==> config.mk <==
export PLATFORM = sky130hd
export DESIGN_NAME = vga_sync_gen_flat
export DESIGN_NICKNAME = d
export VERILOG_FILES = /design/src/rtl/vga_sync_gen_pkg.sv /design/src/rtl/vga_sync_gen_if.sv /design/src/rtl/vga_sync_gen_pix_tick.sv /design/src/rtl/vga_sync_gen.sv /design/src/flat_wrapper.sv
export SDC_FILE = /design/constraint.sdc
export NUM_CORES = 1
export LEC_CHECK = 0
export BUFFER_PORTS_ARGS = -buffer_cell sky130_fd_sc_hd__buf_2
export CORE_UTILIZATION = 55
export DETAILED_ROUTE_END_ITERATION = 16
export MAX_ROUTING_LAYER = met4
export PLACE_DENSITY_LB_ADDON = 0.15
export SLEW_MARGIN = 20
export SYNTH_ARGS = -nofsm -noshare
export SYNTH_HDL_FRONTEND = slang
export SYNTH_SLANG_ARGS = --single-unit
==> constraint.sdc <==
create_clock -name clk -period 2.7 [get_ports clk]
set_clock_uncertainty 0.05 [all_clocks]
set_input_delay 0.27 -clock clk [delete_from_list [all_inputs] [get_ports clk]]
set_output_delay 0.27 -clock clk [all_outputs]
set_load 0.02 [all_outputs]
==> src/rtl/vga_sync_gen_pkg.sv <==
// Shared VGA timing definitions: default 640x480@60 constants, derived
// totals, counter width and a small decode helper.
package vga_timing_pkg;

    // Width of the x/y counters; both frame totals must fit in it.
    localparam int unsigned CNT_W       = 10;
    localparam int unsigned CNT_LIMIT   = 1 << CNT_W;
    localparam int unsigned CLK_DIV_MAX = 16;

    // Default 640x480@60 timing, horizontal in pixels, vertical in lines.
    localparam int unsigned DEF_CLK_DIV   = 4;
    localparam int unsigned DEF_H_DISPLAY = 640;
    localparam int unsigned DEF_H_FRONT   = 16;
    localparam int unsigned DEF_H_SYNC    = 96;
    localparam int unsigned DEF_H_BACK    = 48;
    localparam int unsigned DEF_V_DISPLAY = 480;
    localparam int unsigned DEF_V_FRONT   = 10;
    localparam int unsigned DEF_V_SYNC    = 2;
    localparam int unsigned DEF_V_BACK    = 33;

    localparam int unsigned DEF_H_TOTAL =
        DEF_H_DISPLAY + DEF_H_FRONT + DEF_H_SYNC + DEF_H_BACK;
    localparam int unsigned DEF_V_TOTAL =
        DEF_V_DISPLAY + DEF_V_FRONT + DEF_V_SYNC + DEF_V_BACK;

    typedef logic [CNT_W-1:0] cnt_t;

    // Registered decode outputs travel together as one record.
    typedef struct packed {
        logic hsync;
        logic vsync;
        logic video;
    } sync_t;

    // Idle values: both syncs inactive (high), blanked video.
    localparam sync_t SYNC_RESET = '{hsync: 1'b1, vsync: 1'b1, video: 1'b0};

    // Inclusive window test used for the sync pulse decodes.
    function automatic logic in_window(cnt_t v, cnt_t first, cnt_t last);
        return (v >= first) && (v <= last);
    endfunction

endpackage

==> src/rtl/vga_sync_gen_if.sv <==
// Timing bundle from the sync generator to its consumers (colour mux,
// connector pins, game logic). The master drives, slaves observe.
interface vga_sync_gen_if;
    import vga_timing_pkg::*;

    logic hsync;
    logic vsync;
    logic video;
    cnt_t x;
    cnt_t y;
    logic p_tick;
    logic f_tick;

    modport master (
        output hsync,
        output vsync,
        output video,
        output x,
        output y,
        output p_tick,
        output f_tick
    );

    modport slave (
        input hsync,
        input vsync,
        input video,
        input x,
        input y,
        input p_tick,
        input f_tick
    );

endinterface

==> src/rtl/vga_sync_gen_pix_tick.sv <==
// Pixel-rate enable: divides the system clock by CLK_DIV and raises
// p_tick for one clock in every CLK_DIV. p_tick is registered so that it
// is cleanly low during reset, including the CLK_DIV=1 case where it is
// otherwise permanently high.
module vga_pix_tick
    import vga_timing_pkg::*;
#(
    parameter int unsigned CLK_DIV = DEF_CLK_DIV
) (
    input  logic clk,
    input  logic reset,
    output logic p_tick
);

    if (CLK_DIV == 0 || CLK_DIV > CLK_DIV_MAX) begin : g_chk_div
        $error("vga_pix_tick: CLK_DIV must be in 1..16");
    end

    localparam int unsigned DIV_W = (CLK_DIV > 1) ? $clog2(CLK_DIV) : 1;
    localparam logic [DIV_W-1:0] DIV_LAST = DIV_W'(CLK_DIV - 1);

    logic [DIV_W-1:0] div_cnt;
    logic [DIV_W-1:0] div_nxt;
    logic             p_tick_nxt;

    // Wrapping divider count and the enable decoded from its next value.
    always_comb begin
        div_nxt    = (div_cnt == DIV_LAST) ? '0 : div_cnt + 1'b1;
        p_tick_nxt = (div_nxt == DIV_LAST);
    end

    // Divider state and registered enable.
    always_ff @(posedge clk or negedge reset) begin
        if (!reset) begin
            div_cnt <= '0;
            p_tick  <= 1'b0;
        end else begin
            div_cnt <= div_nxt;
            p_tick  <= p_tick_nxt;
        end
    end

endmodule

==> src/rtl/vga_sync_gen.sv <==
// VGA pixel-timing generator: pixel enable, x/y raster counters,
// active-low hsync/vsync, visible-area flag and end-of-frame tick.
// Optional feature macro: VGA_SYNC_FRAME_TICK_EN (f_tick decode present
// when defined, f_tick tied low otherwise).
module vga_sync_gen
    import vga_timing_pkg::*;
#(
    parameter int unsigned CLK_DIV   = DEF_CLK_DIV,
    parameter int unsigned H_DISPLAY = DEF_H_DISPLAY,
    parameter int unsigned H_FRONT   = DEF_H_FRONT,
    parameter int unsigned H_SYNC    = DEF_H_SYNC,
    parameter int unsigned H_BACK    = DEF_H_BACK,
    parameter int unsigned V_DISPLAY = DEF_V_DISPLAY,
    parameter int unsigned V_FRONT   = DEF_V_FRONT,
    parameter int unsigned V_SYNC    = DEF_V_SYNC,
    parameter int unsigned V_BACK    = DEF_V_BACK
) (
    input  logic           clk,
    input  logic           reset,
    vga_sync_gen_if.master vga
);

    localparam int unsigned H_TOTAL = H_DISPLAY + H_FRONT + H_SYNC + H_BACK;
    localparam int unsigned V_TOTAL = V_DISPLAY + V_FRONT + V_SYNC + V_BACK;

    if (H_TOTAL > CNT_LIMIT || V_TOTAL > CNT_LIMIT) begin : g_chk_total
        $error("vga_sync_gen: H_TOTAL and V_TOTAL must not exceed 1024");
    end
    if (H_DISPLAY == 0 || V_DISPLAY == 0 || H_SYNC == 0 || V_SYNC == 0) begin : g_chk_width
        $error("vga_sync_gen: display and sync widths must be non-zero");
    end

    // Window bounds are kept inclusive so a 1024 total never needs an
    // 11-bit end value.
    localparam cnt_t H_LAST     = cnt_t'(H_TOTAL - 1);
    localparam cnt_t V_LAST     = cnt_t'(V_TOTAL - 1);
    localparam cnt_t H_VIS_LAST = cnt_t'(H_DISPLAY - 1);
    localparam cnt_t V_VIS_LAST = cnt_t'(V_DISPLAY - 1);
    localparam cnt_t HS_FIRST   = cnt_t'(H_DISPLAY + H_FRONT);
    localparam cnt_t HS_LAST    = cnt_t'(H_DISPLAY + H_FRONT + H_SYNC - 1);
    localparam cnt_t VS_FIRST   = cnt_t'(V_DISPLAY + V_FRONT);
    localparam cnt_t VS_LAST    = cnt_t'(V_DISPLAY + V_FRONT + V_SYNC - 1);

    logic  p_tick;
    cnt_t  x_q;
    cnt_t  y_q;
    cnt_t  x_nxt;
    cnt_t  y_nxt;
    sync_t dec_q;
    sync_t dec_nxt;

    vga_pix_tick #(
        .CLK_DIV (CLK_DIV)
    ) u_pix_tick (
        .clk    (clk),
        .reset  (reset),
        .p_tick (p_tick)
    );

    // Raster advance: x steps on every pixel enable, y steps when x wraps.
    always_comb begin
        x_nxt = x_q;
        y_nxt = y_q;
        if (p_tick) begin
            if (x_q == H_LAST) begin
                x_nxt = '0;
                y_nxt = (y_q == V_LAST) ? '0 : y_q + 1'b1;
            end else begin
                x_nxt = x_q + 1'b1;
            end
        end
    end

    // Decode the next raster position so the registered syncs line up
    // with the x/y value loaded on the same edge.
    always_comb begin
        dec_nxt       = SYNC_RESET;
        dec_nxt.hsync = !in_window(x_nxt, HS_FIRST, HS_LAST);
        dec_nxt.vsync = !in_window(y_nxt, VS_FIRST, VS_LAST);
        dec_nxt.video = (x_nxt <= H_VIS_LAST) && (y_nxt <= V_VIS_LAST);
    end

    // Raster counters and registered decode.
    always_ff @(posedge clk or negedge reset) begin
        if (!reset) begin
            x_q   <= '0;
            y_q   <= '0;
            dec_q <= SYNC_RESET;
        end else begin
            x_q   <= x_nxt;
            y_q   <= y_nxt;
            dec_q <= dec_nxt;
        end
    end

    assign vga.x      = x_q;
    assign vga.y      = y_q;
    assign vga.hsync  = dec_q.hsync;
    assign vga.vsync  = dec_q.vsync;
    assign vga.video  = dec_q.video;
    assign vga.p_tick = p_tick;

`ifdef VGA_SYNC_FRAME_TICK_EN
    // Built from registered terms only; p_tick is low in reset, so no
    // partial tick can escape after a mid-frame reset.
    assign vga.f_tick = p_tick && (x_q == H_LAST) && (y_q == V_LAST);
`else
    assign vga.f_tick = 1'b0;
`endif

endmodule

==> src/flat_wrapper.sv <==
// flat-port wrapper written by rule: the top's interface ports become plain ports
module vga_sync_gen_flat import vga_timing_pkg::*;
#(
    parameter int unsigned CLK_DIV   = DEF_CLK_DIV,
    parameter int unsigned H_DISPLAY = DEF_H_DISPLAY,
    parameter int unsigned H_FRONT   = DEF_H_FRONT,
    parameter int unsigned H_SYNC    = DEF_H_SYNC,
    parameter int unsigned H_BACK    = DEF_H_BACK,
    parameter int unsigned V_DISPLAY = DEF_V_DISPLAY,
    parameter int unsigned V_FRONT   = DEF_V_FRONT,
    parameter int unsigned V_SYNC    = DEF_V_SYNC,
    parameter int unsigned V_BACK    = DEF_V_BACK
)
  (clk, reset, vga_hsync, vga_vsync, vga_video, vga_x, vga_y, vga_p_tick, vga_f_tick);
  vga_sync_gen_if vga_i ();
  input  logic clk;
  input  logic reset;
  output wire logic [$bits(vga_i.hsync)-1:0] vga_hsync;
  output wire logic [$bits(vga_i.vsync)-1:0] vga_vsync;
  output wire logic [$bits(vga_i.video)-1:0] vga_video;
  output wire logic [$bits(vga_i.x)-1:0] vga_x;
  output wire logic [$bits(vga_i.y)-1:0] vga_y;
  output wire logic [$bits(vga_i.p_tick)-1:0] vga_p_tick;
  output wire logic [$bits(vga_i.f_tick)-1:0] vga_f_tick;
  assign vga_hsync = vga_i.hsync;
  assign vga_vsync = vga_i.vsync;
  assign vga_video = vga_i.video;
  assign vga_x = vga_i.x;
  assign vga_y = vga_i.y;
  assign vga_p_tick = vga_i.p_tick;
  assign vga_f_tick = vga_i.f_tick;
  vga_sync_gen #(.CLK_DIV(CLK_DIV), .H_DISPLAY(H_DISPLAY), .H_FRONT(H_FRONT), .H_SYNC(H_SYNC), .H_BACK(H_BACK), .V_DISPLAY(V_DISPLAY), .V_FRONT(V_FRONT), .V_SYNC(V_SYNC), .V_BACK(V_BACK)) u_core (.clk(clk), .reset(reset), .vga(vga_i));
endmodule
# Word level (Yosys, flattened, before mapping)
# Cells that the tools add are included.
[word_totals]
inputBits = 2
mem_bits_ro = 0
ram_bits = 0
reg_bits = 26
n_memories = 0
latchBits = 0
elab_cells = 31
[op_classes]
reduce_logical = 5
div = 0
n_mul = 0
n_eq_ne = 4
mux = 6
order_cmp = 6
shifts = 0
add_sub_neg = 3
bitwise = 0
[ops]
columns = ["operator", "count"]
rows = [
  ["2-to-1 mux 10 bit", 5],
  ["adder 10 x 1 -> 10 bit (second input constant)", 2],
  ["== test 10 bit (second input constant)", 2],
  ["less-or-equal comparator 10 bit (second input constant)", 2],
  ["less-or-equal comparator 10 x 9 -> 1 bit (second input constant)", 2],
  [">= comparator 10 bit (second input constant)", 1],
  [">= comparator 10 x 9 -> 1 bit (second input constant)", 1],
  ["== test 2 bit (second input constant)", 2],
  ["logical AND 1 bit", 3],
  ["adder 2 x 1 -> 2 bit (second input constant)", 1],
  ["logical NOT 1 bit", 2],
  ["2-to-1 mux 2 bit", 1],
]

# Longest topological paths before layout
[depth]
word_depth = 7
depth_mapped = 8
mapped_depth_nobuf = 7

# Modules after synthesis
# A second synthesis with hierarchy kept.
[hier_totals]
hier_cells = 150
area_unflattened_um2 = 1465.2
[by_module_without_submodules]
columns = ["mod", "seq_area_each_um2", "area_per_inst_um2", "cells_per_inst", "n_inst"]
rows = [
  ["vga_sync_gen", 578.1, 1353.8, 142, 1],
  ["vga_pix_tick", 75.1, 111.4, 8, 1],
]

# Least setup slack after synthesis
# OpenSTA, ideal clock, no wires.
[synth_path]
path_kind = "reg-to-reg"
start = "register u_core.y_q[0] (netlist: u_core.vga.y[0])"
end = "register u_core.dec_q (netlist bit u_core.vga.video)"
path_stages_with_launch = 9
arrival_ns = 2.002
n_path_buf = 1
t_required_ns = 2.563
setup_ns = 0.087
path_slack_ns = 0.561
cell_sequence = "dfrtp_1 -> clkbuf_1 -> inv_1 -> ha_1 -> or4b_4 -> nor4_4 -> o21ai_1 -> a22o_1 -> a211oi_2"
[synth_lines]
columns = ["element", "line_no", "rtl"]
rows = [
  ["start: declaration", "vga_sync_gen.sv:46", "cnt_t y_q;"],
  ["start signal: assignment", "vga_sync_gen.sv:91", "y_q <= y_nxt;"],
  ["end signal: assignment", "vga_sync_gen.sv:92", "dec_q <= dec_nxt;"],
  ["end: declaration", "vga_sync_gen.sv:49", "sync_t dec_q;"],
]

==> metrics.md <==
| Metric | Value |
|---|---|
| Status | finished clean |
| RSZ-0062 raised after global routing | false |
| Sink Count | 26 |
| Cts bufs inserted | 3 |
| Worst min-delay path class | primary input to async pin |
| MaxCap Viol Count | 0 |
| Crit path kind | flip-flop to flip-flop |
| Met2 Use GR | 39.96% |
| # DRC | 0 |
| FF-to-FF Start | u_core.vga.y[1] |
| Largest family of logic cells by synthesized area | simple AND/OR/NAND/NOR gates |
| Net Sw Power | 0.1199 mW |
| Crit. Startpoint | u_core.vga.y[1] |
| Global placer's final weighted congestion | 0.9568 |
| Synth Cell Area | 0.001526 mm² |
| Sw frac | 21.08% |
| GRT Util Overall | 25.96% |
| Reg2Reg Capture Point | u_core.vga.video |
| Complex-gate fraction of the synthesized area | 13.93% |
| Post-CTS Hold Fix Bufs | 1 |
| Synth Area in Simple Gates | 24.02% |
| Maximum VDD drop | 0.3323 mV |
| Rows | 18 |
| First-pass GRT wire length | 5161 µm |
| Leakage | 0.7865 nW |
| CTS tree | built |
| Crit path arrival time | 2370 ps |
| Top cells by area, synth | dfrtp_1 (39%), ha_1 (4.1%), xnor2_1 (4.0%) |
| Crit Path Max Fanout | 10 |
| Routed wire per std cell | 16.30 µm |
| Hold WS | 408.0 ps |
| Total Wirelength | 3390 µm |
| CP max stage delay | 500 ps |
| Syn Area/Cell | 9.723 µm² |
| Endpoints failing hold | 0 |
| CP max stage cell | dfrtp_1 |
| Setup TNS | 0 ps |
| Die W | 54.68 µm |
| Total number of yosys warnings | 0 |
| P&R area growth vs syn | 10.25% |
| Num ports | 27 |
| Detailed Place HPWL | 2382 µm |
| Critical Path Sink | u_core.vga.video |
| Non-filler cells, final | 208 |
| Drt pass-1 iters | 4 |
| Chip Height | 54.68 µm |
| Commonest cells after routing, fill and taps aside | buf_2 (25), dfrtp_1 (24), nor2_1 (10), nand2_1 (10), inv_1 (9) |
| Met1 GRT Util | 32.64% |
| Gr busiest metal | met2 |
| Starting Density | 59.98% |
| Mux cell area share after synthesis | 1.393% |
| Post-synth top area cell | dfrtp_1 |
| Routed Antenna Nets | 0 |
| Most common cell after layout, fill and taps aside | buf_2 |
| Number of stages on the worst setup path | 7 |
| P_int | 0.4489 mW |
| Worst EP required | 2890 ps |
| Clock share of power | 29.7% |
| EDFF count, synth | 0 |
| Top cell type's share of synthesized area | 39.34% |
| Ratio of cells with drive above 1 in the final layout | 21.35% |
| H-Tree Level Count | 1 |
| CTS max path bufs | 2 |
| Synth Instances | 157 |
| Via/cell ratio | 6.115 |
| PortBufs | 25 |
| Grt total ovfl | 0 |
| Slew @ Worst Pin | 596.4 ps |
| Crit path buf inv count | 1 |
| Final Setup Violations | 0 |
| Post-Syn Nets | 164 |
| Fillers | 216 |
| Met3 usage | 3.056% |
| CP Cell Sequence | inv_1, ha_1, or4b_4, nor4_4, o21ai_1, a22o_1, a211oi_2 |
| Sequential share of power | 68.5% |
| PwrDens | 338.0 mW/mm² |
| R2r setup slk | 510 ps |
| Placed cells | 203 |
| Post-synthesis xor/xnor area fraction | 8.033% |
| Number of global-route vias before repair | 1097 |
| Share of synthesized registers carrying an async set or reset | 100.0% |
| Register area share after synthesis | 42.79% |
| Setup bufs post-CTS | 0 |
| Final slew viol count | 0 |
| Synth Flop Type | dfrtp_1 |
| Largest net degree at the start of global routing | 27 |
| Worst setup EP type | flip-flop |
| Post-synth cell types | 47 |
| Full die area | 0.002990 mm² |
| Clock latency at the later pin of the worst-skew pair | 320 ps |
| Adder-cell area share of the yosys netlist | 4.098% |
| Flops & latches, synth | 26 |
| Post-cts resize count | 0 |
| # nets final | 186 |
| CTS root buf | clkbuf_4 |
| Rel. slew slack | 59.73% |
| Period utilisation layout | 81.02% |
| Multi-input gate area | 789.5 µm² |
| Via count | 1272 |
| Delay-heaviest family, CP | simple AND/OR/NAND/NOR gates |
| Combinational share of power | 1.8% |
| Diode count | 0 |
| Initial DRC Count | 28 |
| Worst Setup Start Kind | flip-flop |
| Antenna violations before repair | 0 |
| Fmax achieved | 457.1 MHz |
| Worst-path clk slew | 140 ps |
| Core Region | 0.002545 mm² |
| Minimum clock period after layout | 2188 ps |
| Register area | 653.1 µm² |
| Worst Reg2Reg Path Length in Cells | 7 |
==> state kept, by name, indices dropped and copies added (netlist names) <==
name / flops
u_core.vga.y: 10
u_core.vga.vsync: 1
u_core.vga.x: 10
u_core.u_pix_tick.p_tick: 1
u_core.vga.hsync: 1
u_core.u_pix_tick.div_cnt: 2
u_core.vga.video: 1
==> synth_stat cells, types with 3 or more instances <==
| master | n |
|---|---|
| xnor2_1 | 7 |
| clkbuf_1 | 4 |
| o21ai_0 | 8 |
| dfrtp_1 | 24 |
| buf_2 | 3 |
| a31oi_1 | 4 |
| nand4_1 | 8 |
| ha_1 | 5 |
| nand2_1 | 10 |
| nor3_1 | 6 |
| nor2_1 | 10 |
| xor2_1 | 7 |
| nand3_1 | 8 |
| inv_1 | 9 |
==> how the worst min path moves through the flow <==
| stage | from | endpoint | slack (ps) | depth (start not counted) |
|---|---|---|---|---|
| 2_1_floorplan | reset | u_core.u_pix_tick.div_cnt[0] | -80 | 0 |
| 3_3_place_gp | reset | u_core.vga.y[6] | 240 | 1 |
| 3_5_place_dp | reset | u_core.vga.y[4] | 250 | 1 |
| 4_1_cts | reset | u_core.vga.y[4] | 420 | 2 |
| 5_1_grt | u_core.u_pix_tick.div_cnt[0] | u_core.u_pix_tick.div_cnt[0] | 450 | 1 |
| 6_report | reset | u_core.vga.y[4] | 410 | 2 |
==> metal layers <==
layer,share of wire (%),routed length (µm),vias up
li1,-,-,607
met5,0,0,-
met3,4.6,156,14
met4,3.7,125,0
met2,46,1555,55
met1,46,1552,596
==> logic make-up (layout without fill, tap and decap cells) <==
group / Yosys count / count (layout)
buf+inv: 19 / 40
other cells: 1 / 1
fa+ha+maj: 5 / 5
compound gates: 31 / 31
simple gates: 59 / 59
xor+xnor: 14 / 14
flops: 26 / 26
mux: 2 / 2
==> worst register-to-register path, delay by kind of cell (launching register included) <==
| family | cells | cell delay [ps] |
|---|---|---|
| and+or+nand+nor | 2 | 750 |
| AOI/OAI and AO/OA | 3 | 550 |
| DFF | 1 | 500 |
| adders and majority gates | 1 | 130 |
| buffers and inverters | 1 | 110 |
==> area by class of cell <==
type | count | share of cell area [%]
clock buffer | 4 | 1.561
timing repair buffer | 27 | 8.476
tap | 30 | 2.230
multi-input combinational | 112 | 46.91
inverter | 9 | 2.007
sequential | 26 | 38.81
==> power groups by stage <==
stage | registers [mW] | clock network [mW] | logic (mW)
6_report | 0.390 | 0.169 | 0.0101
5_1_grt | 0.390 | 0.190 | 0.0120
4_1_cts | 0.390 | 0.177 | 0.0106
3_5_place_dp | 0.397 | 0 | 0.00960
3_3_place_gp | 0.397 | 0 | 0.00934
2_1_floorplan | 0.397 | 0 | 0.00232
==> through the flow <==
step | power (mW) | setup WS, ps | cell area, µm² | util [%]
2_1_floorplan | 0.3992 | 560.8 | 1526 | -
3_3_place_gp | 0.4061 | 646.8 | 1647 | 64.70
3_5_place_dp | 0.4064 | 579.5 | 1647 | 64.70
4_1_cts | 0.5772 | 526.9 | 1683 | 66.13
5_1_grt | 0.5914 | 377.7 | 1683 | 66.13
6_report | 0.5688 | 512.4 | 1683 | 66.13
Note: power is estimated with default switching activity, not from simulation.
